==> config.mk <==
export PLATFORM = sky130hd
export DESIGN_NAME = imm_decode_stage
export DESIGN_NICKNAME = d
export VERILOG_FILES = /design/src/rtl/imm_pkg.sv /design/src/rtl/imm_extract.sv /design/src/rtl/imm_decode_stage.sv
export SDC_FILE = /design/constraint.sdc
export NUM_CORES = 1
export LEC_CHECK = 0
export CAP_MARGIN = 20
export CORE_MARGIN = 4
export CORE_UTILIZATION = 55
export DETAILED_ROUTE_END_ITERATION = 10
export GPL_ROUTABILITY_DRIVEN = 0
export HOLD_SLACK_MARGIN = 0.1
export PLACE_DENSITY = 0.95
export SETUP_SLACK_MARGIN = 0.05
export SLEW_MARGIN = 20
export SYNTH_ARGS = -nofsm -noshare
export SYNTH_HDL_FRONTEND = slang
export SYNTH_SLANG_ARGS = --single-unit
==> constraint.sdc <==
create_clock -name i_clk -period 3.02 [get_ports i_clk]
set_clock_uncertainty 0.2 [all_clocks]
set_input_delay 0.906 -clock i_clk [delete_from_list [all_inputs] [get_ports i_clk]]
set_output_delay 0.906 -clock i_clk [all_outputs]
set_load 0.05 [all_outputs]
==> src/rtl/imm_pkg.sv <==
// Shared definitions for the immediate-generation decode stage.
// Holds the RISC-V base opcodes recognised by the stage and the 3-bit
// format code carried alongside every decoded immediate.
package imm_pkg;

    localparam logic [6:0] OPC_LOAD    = 7'h03;
    localparam logic [6:0] OPC_OPIMM   = 7'h13;
    localparam logic [6:0] OPC_JALR    = 7'h67;
    localparam logic [6:0] OPC_SYSTEM  = 7'h73;
    localparam logic [6:0] OPC_OPIMM32 = 7'h1B;
    localparam logic [6:0] OPC_STORE   = 7'h23;
    localparam logic [6:0] OPC_BRANCH  = 7'h63;
    localparam logic [6:0] OPC_LUI     = 7'h37;
    localparam logic [6:0] OPC_AUIPC   = 7'h17;
    localparam logic [6:0] OPC_JAL     = 7'h6F;
    localparam logic [6:0] OPC_OP      = 7'h33;
    localparam logic [6:0] OPC_OP32    = 7'h3B;

    typedef enum logic [2:0] {
        FMT_R   = 3'd0,
        FMT_I   = 3'd1,
        FMT_S   = 3'd2,
        FMT_B   = 3'd3,
        FMT_U   = 3'd4,
        FMT_J   = 3'd5,
        FMT_ILL = 3'd7
    } imm_fmt_t;

endpackage

==> src/rtl/imm_extract.sv <==
// Combinational format classifier and immediate extractor.
// Ports:
//   i_instr   - raw 32-bit instruction word
//   o_fmt     - instruction format (R/I/S/B/U/J/ILL)
//   o_illegal - opcode not recognised
//   o_imm     - immediate sign-extended from bit 31 to XLEN (0 for R/ILL)
module imm_extract
    import imm_pkg::*;
#(
    parameter int XLEN = 32
) (
    input  logic [31:0]     i_instr,
    output imm_fmt_t        o_fmt,
    output logic            o_illegal,
    output logic [XLEN-1:0] o_imm
);

    // Every format's immediate fits in 32 bits; widening to XLEN is a
    // single sign extension afterwards.
    logic [31:0] w_imm32;

    // NOTE: every output of a combinational block gets a default first so
    // no path through the case statements leaves it unassigned (no latch).
    always_comb begin
        o_fmt   = FMT_ILL;
        w_imm32 = '0;

        case (i_instr[6:0])
            OPC_LOAD, OPC_OPIMM, OPC_JALR, OPC_SYSTEM: o_fmt = FMT_I;
            OPC_OPIMM32:        o_fmt = (XLEN == 64) ? FMT_I : FMT_ILL;
            OPC_STORE:          o_fmt = FMT_S;
            OPC_BRANCH:         o_fmt = FMT_B;
            OPC_LUI, OPC_AUIPC: o_fmt = FMT_U;
            OPC_JAL:            o_fmt = FMT_J;
            OPC_OP:             o_fmt = FMT_R;
            OPC_OP32:           o_fmt = (XLEN == 64) ? FMT_R : FMT_ILL;
            default:            o_fmt = FMT_ILL;
        endcase

        case (o_fmt)
            FMT_I:   w_imm32 = {{20{i_instr[31]}}, i_instr[31:20]};
            FMT_S:   w_imm32 = {{20{i_instr[31]}}, i_instr[31:25], i_instr[11:7]};
            FMT_B:   w_imm32 = {{19{i_instr[31]}}, i_instr[31], i_instr[7],
                                i_instr[30:25], i_instr[11:8], 1'b0};
            FMT_U:   w_imm32 = {i_instr[31:12], 12'b0};
            FMT_J:   w_imm32 = {{11{i_instr[31]}}, i_instr[31], i_instr[19:12],
                                i_instr[20], i_instr[30:21], 1'b0};
            default: w_imm32 = '0;
        endcase
    end

    assign o_illegal = (o_fmt == FMT_ILL);
    assign o_imm     = XLEN'($signed(w_imm32));

endmodule

==> src/rtl/imm_decode_stage.sv <==
// Registered immediate-generation stage with a two-entry skid buffer.
// Decodes on the input side, then holds results in an output register (OR)
// that drives the out ports and a skid register (SK) that absorbs the one
// extra beat accepted while the consumer stalls.
// Ports:
//   i_clk, i_reset      - clock, synchronous active-high reset
//   i_flush             - discard all buffered entries
//   i_in_valid/o_in_ready, i_in_instr, i_in_tag   - upstream handshake
//   o_out_valid/i_out_ready, o_out_imm, o_out_fmt,
//   o_out_tag, o_out_illegal                      - downstream handshake
module imm_decode_stage
    import imm_pkg::*;
#(
    parameter int XLEN  = 32,
    parameter int TAG_W = 32
) (
    input  logic             i_clk,
    input  logic             i_reset,
    input  logic             i_flush,
    input  logic             i_in_valid,
    output logic             o_in_ready,
    input  logic [31:0]      i_in_instr,
    input  logic [TAG_W-1:0] i_in_tag,
    output logic             o_out_valid,
    input  logic             i_out_ready,
    output logic [XLEN-1:0]  o_out_imm,
    output imm_fmt_t         o_out_fmt,
    output logic [TAG_W-1:0] o_out_tag,
    output logic             o_out_illegal
);

    imm_fmt_t        w_fmt;
    logic            w_illegal;
    logic [XLEN-1:0] w_imm;

    imm_extract #(.XLEN(XLEN)) u_extract (
        .i_instr   (i_in_instr),
        .o_fmt     (w_fmt),
        .o_illegal (w_illegal),
        .o_imm     (w_imm)
    );

    logic             r_in_ready;
    logic             r_or_valid, r_sk_valid;
    logic [XLEN-1:0]  r_or_imm,   r_sk_imm;
    imm_fmt_t         r_or_fmt,   r_sk_fmt;
    logic [TAG_W-1:0] r_or_tag,   r_sk_tag;
    logic             r_or_ill,   r_sk_ill;

    logic w_accept, w_consume, w_or_free;
    logic w_or_load_sk, w_or_load_in, w_sk_load_in;
    logic w_or_valid_nxt, w_sk_valid_nxt;

    assign w_accept  = i_in_valid && r_in_ready;
    assign w_consume = r_or_valid && i_out_ready;
    // OR can take a new entry when it is empty or draining this cycle.
    assign w_or_free = !r_or_valid || w_consume;

    // SK always has priority into OR so order is preserved; a fresh input
    // goes straight to OR only when nothing older is waiting in SK.
    assign w_or_load_sk = w_or_free && r_sk_valid;
    assign w_or_load_in = w_or_free && !r_sk_valid && w_accept;
    assign w_sk_load_in = w_accept && !w_or_load_in;

    assign w_or_valid_nxt = w_or_load_sk || w_or_load_in || (r_or_valid && !w_consume);
    assign w_sk_valid_nxt = w_sk_load_in || (r_sk_valid && !w_or_load_sk);

    // NOTE: sequential state uses non-blocking assignments so every register
    // samples the pre-edge values regardless of statement order.
    always_ff @(posedge i_clk) begin
        if (i_reset) begin
            // NOTE: payload registers are reset too, not only the valid
            // bits, because their values are visible on the out ports.
            r_in_ready <= 1'b1;
            r_or_valid <= 1'b0;
            r_sk_valid <= 1'b0;
            r_or_imm   <= '0;
            r_or_fmt   <= FMT_R;
            r_or_tag   <= '0;
            r_or_ill   <= 1'b0;
            r_sk_imm   <= '0;
            r_sk_fmt   <= FMT_R;
            r_sk_tag   <= '0;
            r_sk_ill   <= 1'b0;
        end else if (i_flush) begin
            r_in_ready <= 1'b1;
            r_or_valid <= 1'b0;
            r_sk_valid <= 1'b0;
        end else begin
            r_or_valid <= w_or_valid_nxt;
            r_sk_valid <= w_sk_valid_nxt;
            // Registered ready: next cycle can accept only if SK will be free.
            r_in_ready <= !w_sk_valid_nxt;

            if (w_or_load_sk) begin
                r_or_imm <= r_sk_imm;
                r_or_fmt <= r_sk_fmt;
                r_or_tag <= r_sk_tag;
                r_or_ill <= r_sk_ill;
            end else if (w_or_load_in) begin
                r_or_imm <= w_imm;
                r_or_fmt <= w_fmt;
                r_or_tag <= i_in_tag;
                r_or_ill <= w_illegal;
            end

            if (w_sk_load_in) begin
                r_sk_imm <= w_imm;
                r_sk_fmt <= w_fmt;
                r_sk_tag <= i_in_tag;
                r_sk_ill <= w_illegal;
            end
        end
    end

    assign o_in_ready    = r_in_ready;
    assign o_out_valid   = r_or_valid;
    assign o_out_imm     = r_or_imm;
    assign o_out_fmt     = r_or_fmt;
    assign o_out_tag     = r_or_tag;
    assign o_out_illegal = r_or_ill;

endmodule

---- Word level (Yosys, flattened, before mapping) ----
Cells that the tools add are included.
W data, S select, Z words.
word-level totals
  flip-flop bits (word level) ............. 139
  input bits .............................. 69
  output and inout port bits .............. 70
  logic and storage cells ................. 62
cells by class
  equality and inequality tests ........... 16
  muxes and demuxes ....................... 10
  bitwise logic cells ..................... 1
  reduce and logical (&&, ||, !) cells .... 24
operator list
  kind                  count
  $pmux W32 S5          1
  $mux W32              4
  $eq A7 B7 Y1 const B  4
  $eq A7 B6 Y1 const B  3
  $pmux W3 S6           1
  $eq A7 B5 Y1 const B  2
  $eq A3 B3 Y1 const B  3
  $logic_and A1 B1 Y1   8
  $eq A7 B2 Y1 const B  1
  $eq A3 B2 Y1 const B  2
  $logic_not A1 Y1      6
  $mux W3               2
  $logic_or A1 B1 Y1    4
  $reduce_and A2 Y1     2
  $reduce_or A2 Y1      2
  $reduce_or A4 Y1      1
  $eq A3 B1 Y1 const B  1
  $mux W1               2
  $reduce_bool A2 Y1    1
  $not A1 Y1            1

---- Depth between registers and ports, before layout ----
  word-level depth ........................ 8
  mapped depth ............................ 8
  mapped depth without buffers ............ 5

---- By module ----
From an unflattened synthesis, not the netlist that was laid out.
second synthesis, totals
  cells, all modules ...................... 655
  area total of the unflattened synthesis .. 6009.5 sq um
by module, submodules not included
  module            instances  cells each  area an instance (sq um)  seq. area each (sq um)
  imm_decode_stage  1          544         5310.1                    2782.7
  imm_extract       1          111         699.4                     0.0

---- Worst setup path after synthesis ----
Ideal clock, no wire load.
  path type ............................... in2reg
  start ................................... in i_in_instr[5]
  end ..................................... reg r_or_imm[11] (netlist: o_out_imm[11])
  library setup time ...................... 0.086 ns
  arrival ................................. 2.087 ns
  data required time ...................... 2.734 ns
  setup slack ............................. 0.647 ns
  cell stages on the path ................. 4
  path buffers ............................ 0
  cell sequence ........................... or4_1 a31oi_4 a221oi_2 a221oi_2
on the way
  word-level cells in the longest chain between the ends .. 7
  elaborated cells on any way between the ends .. 21
  classes of those cells .................. eq/ne (15); mux (4); reduce/logical (2)
RTL lines
  item                                                         line                     text
  start, declared                                              imm_decode_stage.sv:22   input logic [31:0] i_in_instr,
  $eq A7 B2 Y1 (tied with other cells)                         imm_extract.sv:28        case (i_instr[6:0])
  $reduce_or A4 Y1 / $reduce_or A2 Y1 (equally long branches)  imm_extract.sv:28
  $pmux W3 S6 *                                                imm_extract.sv:28
  $eq A3 B3 Y1 (tied with other cells)                         imm_extract.sv:40        case (o_fmt)
  $pmux W32 S5 *                                               imm_extract.sv:40
  $mux W32 *                                                   imm_decode_stage.sv:100  end else if (w_or_load_in) begin
  $mux W32 *                                                   imm_decode_stage.sv:95   if (w_or_load_sk) begin
  end signal, assigned                                         imm_decode_stage.sv:96   r_or_imm <= r_sk_imm;
  end signal, assigned                                         imm_decode_stage.sv:101  r_or_imm <= w_imm;
  end, declared                                                imm_decode_stage.sv:45   logic [XLEN-1:0] r_or_imm, r_sk_imm;
Every way passes the cells marked *; elsewhere a longest branch is shown, timed or not. The select of a mux whose other input is x is not followed.
A chain may end at the register's enable or synchronous reset.

---- Worst setup path in the final report ----
  start ................................... reg r_or_imm[11] (netlist: o_out_imm[11])
  end ..................................... out o_out_imm[11]
RTL lines
  item           line                    text
  end, declared  imm_decode_stage.sv:26  output logic [XLEN-1:0] o_out_imm,
No word-level cell between the ends.

==> results.py <==
metrics = {
    "floorplanning": {
        "pin_count": 139,
        "core-area_sq_um": 11370,
        "die_w_um": 115.7,
        "dieHeight_um": 115.7,
        "die_area_sq_um": 13370,
        "fp-row-count": 39,
        "initial_core_util_pct": 56.06,
    },
    "power_and_ir_drop": {
        "ir_drop_v": 0.0003514,
        "leakagePower_nw": 2.850,
        "power_density_nw_per_um2": 547.2,
    },
    "synthesis": {
        "syn_area_sq_um": 6374,
        "yosysSeqAreaShare_pct": 43.66,
        "syn_nets": 809,
        "syn_avg_cell_area_sq_um": 8.613,
        "synthDistinctLibCells": 61,
        "yosysWarnings": 0,
        "synth-main-ff-cell": "dfxtp_1",
        "synthCells": 740,
        "ys_async_sr_fraction_pct": 0,
        "synth_edf_count": 0,
        "synth-seq-cells": 139,
    },
    "layout": {
        "fin_nets": 932,
        "design_area_sq_um": 8564,
        "final_cell_mix": "dfxtp_1 (139), clkdlybuf4s50_1 (137), nand2_1 (108)",
        "area_growth_pct": 34.37,
        "final_common_cell": "dfxtp_1",
        "layout-drive-gt1-share_pct": 14.95,
        "antennaDiodeCount": 0,
    },
    "worst_setup_path": {
        "rrSetupSlack_ns": 0.73,
        "crit_chain": "clkdlybuf4s50_1",
        "startpoint": "o_out_imm[11]",
        "cp.arrival_ns": 1.64,
        "cp_slowest_cell": "clkdlybuf4s50_1",
        "slowest_delay_ns": 0.86,
        "cp_top_family": "buffers and inverters",
        "rr_endpoint": "o_out_imm[18]",
        "critPathMaxFanout": 3,
        "r2r_cells": 7,
        "worst_setup_path_end_kind": "output pin",
        "path_buf_inv": 1,
        "critPathKind": "flop to output pin",
        "crit_path_end": "o_out_imm[11]",
        "cp-start-kind": "flop",
        "cp.required_ns": 1.91,
        "timing.rr.start": "r_sk_valid",
        "path_depth": 1,
    },
    "timing": {
        "finalHoldViolCount": 0,
        "grt_setup_unrepaired": "false",
        "fin_crit_sh_pct": 90.98,
        "period_needed_ns": 2.748,
        "setup_violations": 0,
        "timing.fmax_ghz": 0.3640,
        "worstMarginPinSlew_ns": 0.9684,
        "final-max-slew-violation-count": 0,
        "slew_headroom_pct": 35.37,
        "fin_setup_tns_ns": 0,
    },
    "grt": {
        "grt_max_degree": 121,
        "grt_pass1_wl_mm": 28.97,
        "grt_pass1_vias": 5955,
        "track_usage_pct": 26.50,
        "grt_overflow": 0,
        "antenna_found_initial": 0,
    },
    "clock_network": {
        "root_buffer": "clkbuf_16",
        "clk_latency_ns": 0.42,
        "cts_buffers": 17,
        "cts_buffer_depth": 2,
        "cts_tree": "done",
        "cts.sinks": 139,
        "htree_levels": 4,
        "cts_hold_buf": 0,
        "postCtsSetupBuffers": 0,
        "path_clk_slew_ns": 0.06,
        "post_cts_resized": 0,
    },
    "drt": {
        "dr.pass1.iters": 6,
        "viasPerCell": 6.230,
        "dr.first_iter.drc_count": 660,
        "route.detailed.drc": 0,
        "ant_nets": 0,
        "dr_total_vias": 6348,
        "wl_mm": 18.14,
        "routedWlPerCell_um": 17.80,
    },
    "hold_path": {
        "min_path_type": "flop to flop",
    },
    "place": {
        "place_area_sq_um": 7950,
        "dp_hpwl_mm": 11.30,
        "numPortBuffers": 138,
    },
    "run_status": {
        "status": "finished clean",
    },
    "flow_run": {
        "maxCapViolations": 0,
    },
}
==> flip-flops by register name, summed over array words and instances (netlist names), 3 cells and up <==
register / flops
r_sk_fmt: 3
r_sk_tag: 32
o_out_imm: 32
o_out_fmt: 3
o_out_tag: 32
r_sk_imm: 32
==> synth_stat cells (2+ instances only) <==
cell type	count	share of area, %
a21o_1	2	0.24
nand2_1	108	6.4
nand4b_1	2	0.27
buf_1	6	0.35
nor2_1	70	4.1
a21oi_1	72	5.7
nor3_1	41	3.2
nand3b_1	6	0.71
o21ai_1	10	0.79
or3_1	3	0.29
a21boi_0	2	0.24
and2_1	3	0.29
buf_4	2	0.24
nor2b_1	4	0.39
buf_6	9	1.6
clkbuf_1	31	1.8
nand3_1	12	0.94
dfxtp_1	139	44
a221oi_2	32	7.5
o21ai_0	34	2.7
inv_1	13	0.77
a211oi_2	10	2.0
buf_2	23	1.8
a311oi_1	2	0.27
nand2b_1	4	0.39
a211oi_1	14	1.6
o211ai_1	8	0.94
a22oi_1	11	1.3
a221oi_1	23	3.2
nor4_1	2	0.20
o2111ai_1	6	0.82
and3_1	6	0.59
nor2_4	2	0.35
==> report_power, final <==
part | total [mW] | internal, mW | switching [mW] | leakage, nW
Clock | 2.17 | 1.31 | 0.852 | 0.284
Sequential | 1.91 | 1.88 | 0.0272 | 1.13
Combinational | 0.612 | 0.240 | 0.371 | 1.44
Total | 4.69 | 3.44 | 1.25 | 2.85
==> through the flow <==
stage                     power [mW]  utilization (%)  hold WS [ns]  setup slack, ns  instances
final                          4.687            75.33        0.2521           0.2725       1019
after detailed placement       2.548            69.92        0.2448          -0.1194        987
after CTS                      4.697            75.33        0.2532           0.2741       1019
after floorplan                2.297                -        0.2361           0.6471        740
after global placement         2.538            69.92        0.2366        -0.001333        987
after global routing           4.809            75.33        0.2698           0.1610       1019
==> per-layer routing <==
metal / share of wire, % / vias to the layer above / global-route usage [%]
met4: 2.8 / 0 / 9.745
met3: 9.0 / 66 / 6.841
met5: 0 / - / 0
met1: 41 / 2981 / 34.32
li1: - / 2949 / -
met2: 47 / 352 / 42.90
==> layout make-up <==
cell class                      instances  area (sq um)
Clock buffer                           17         425.4
Clock inverter                         15         188.9
Tap cell                              143         178.9
Multi-Input combinational cell        516          3192
Timing Repair Buffer                  175          1744
Fill cell                             762          2805
Inverter                               14         52.55
Sequential cell                       139          2783
==> logic make-up (layout without fill, tap and decap cells) <==
family | after synthesis | in the layout | synth area share, %
muxes | 2 | 2 | 0.3337
adders and majority gates | 1 | 1 | 0.1571
and+or+nand+nor | 274 | 274 | 19.71
AOI/OAI and AO/OA | 239 | 239 | 29.51
buffers and inverters | 85 | 221 | 6.635
DFF | 139 | 139 | 43.66
==> worst min path at each step <==
stage | cells after the start | from | endpoint | slack (ns)
final | 2 | o_out_imm[17] | o_out_imm[17] | 0.25
after detailed placement | 2 | o_out_imm[13] | o_out_imm[13] | 0.24
after CTS | 2 | o_out_imm[4] | o_out_imm[4] | 0.25
after global routing | 2 | o_out_imm[14] | o_out_imm[14] | 0.27
after global placement | 2 | o_out_imm[16] | o_out_imm[16] | 0.24
after floorplan | 2 | r_sk_tag[30] | r_sk_tag[30] | 0.24
Power figures use the tool's default switching activity.
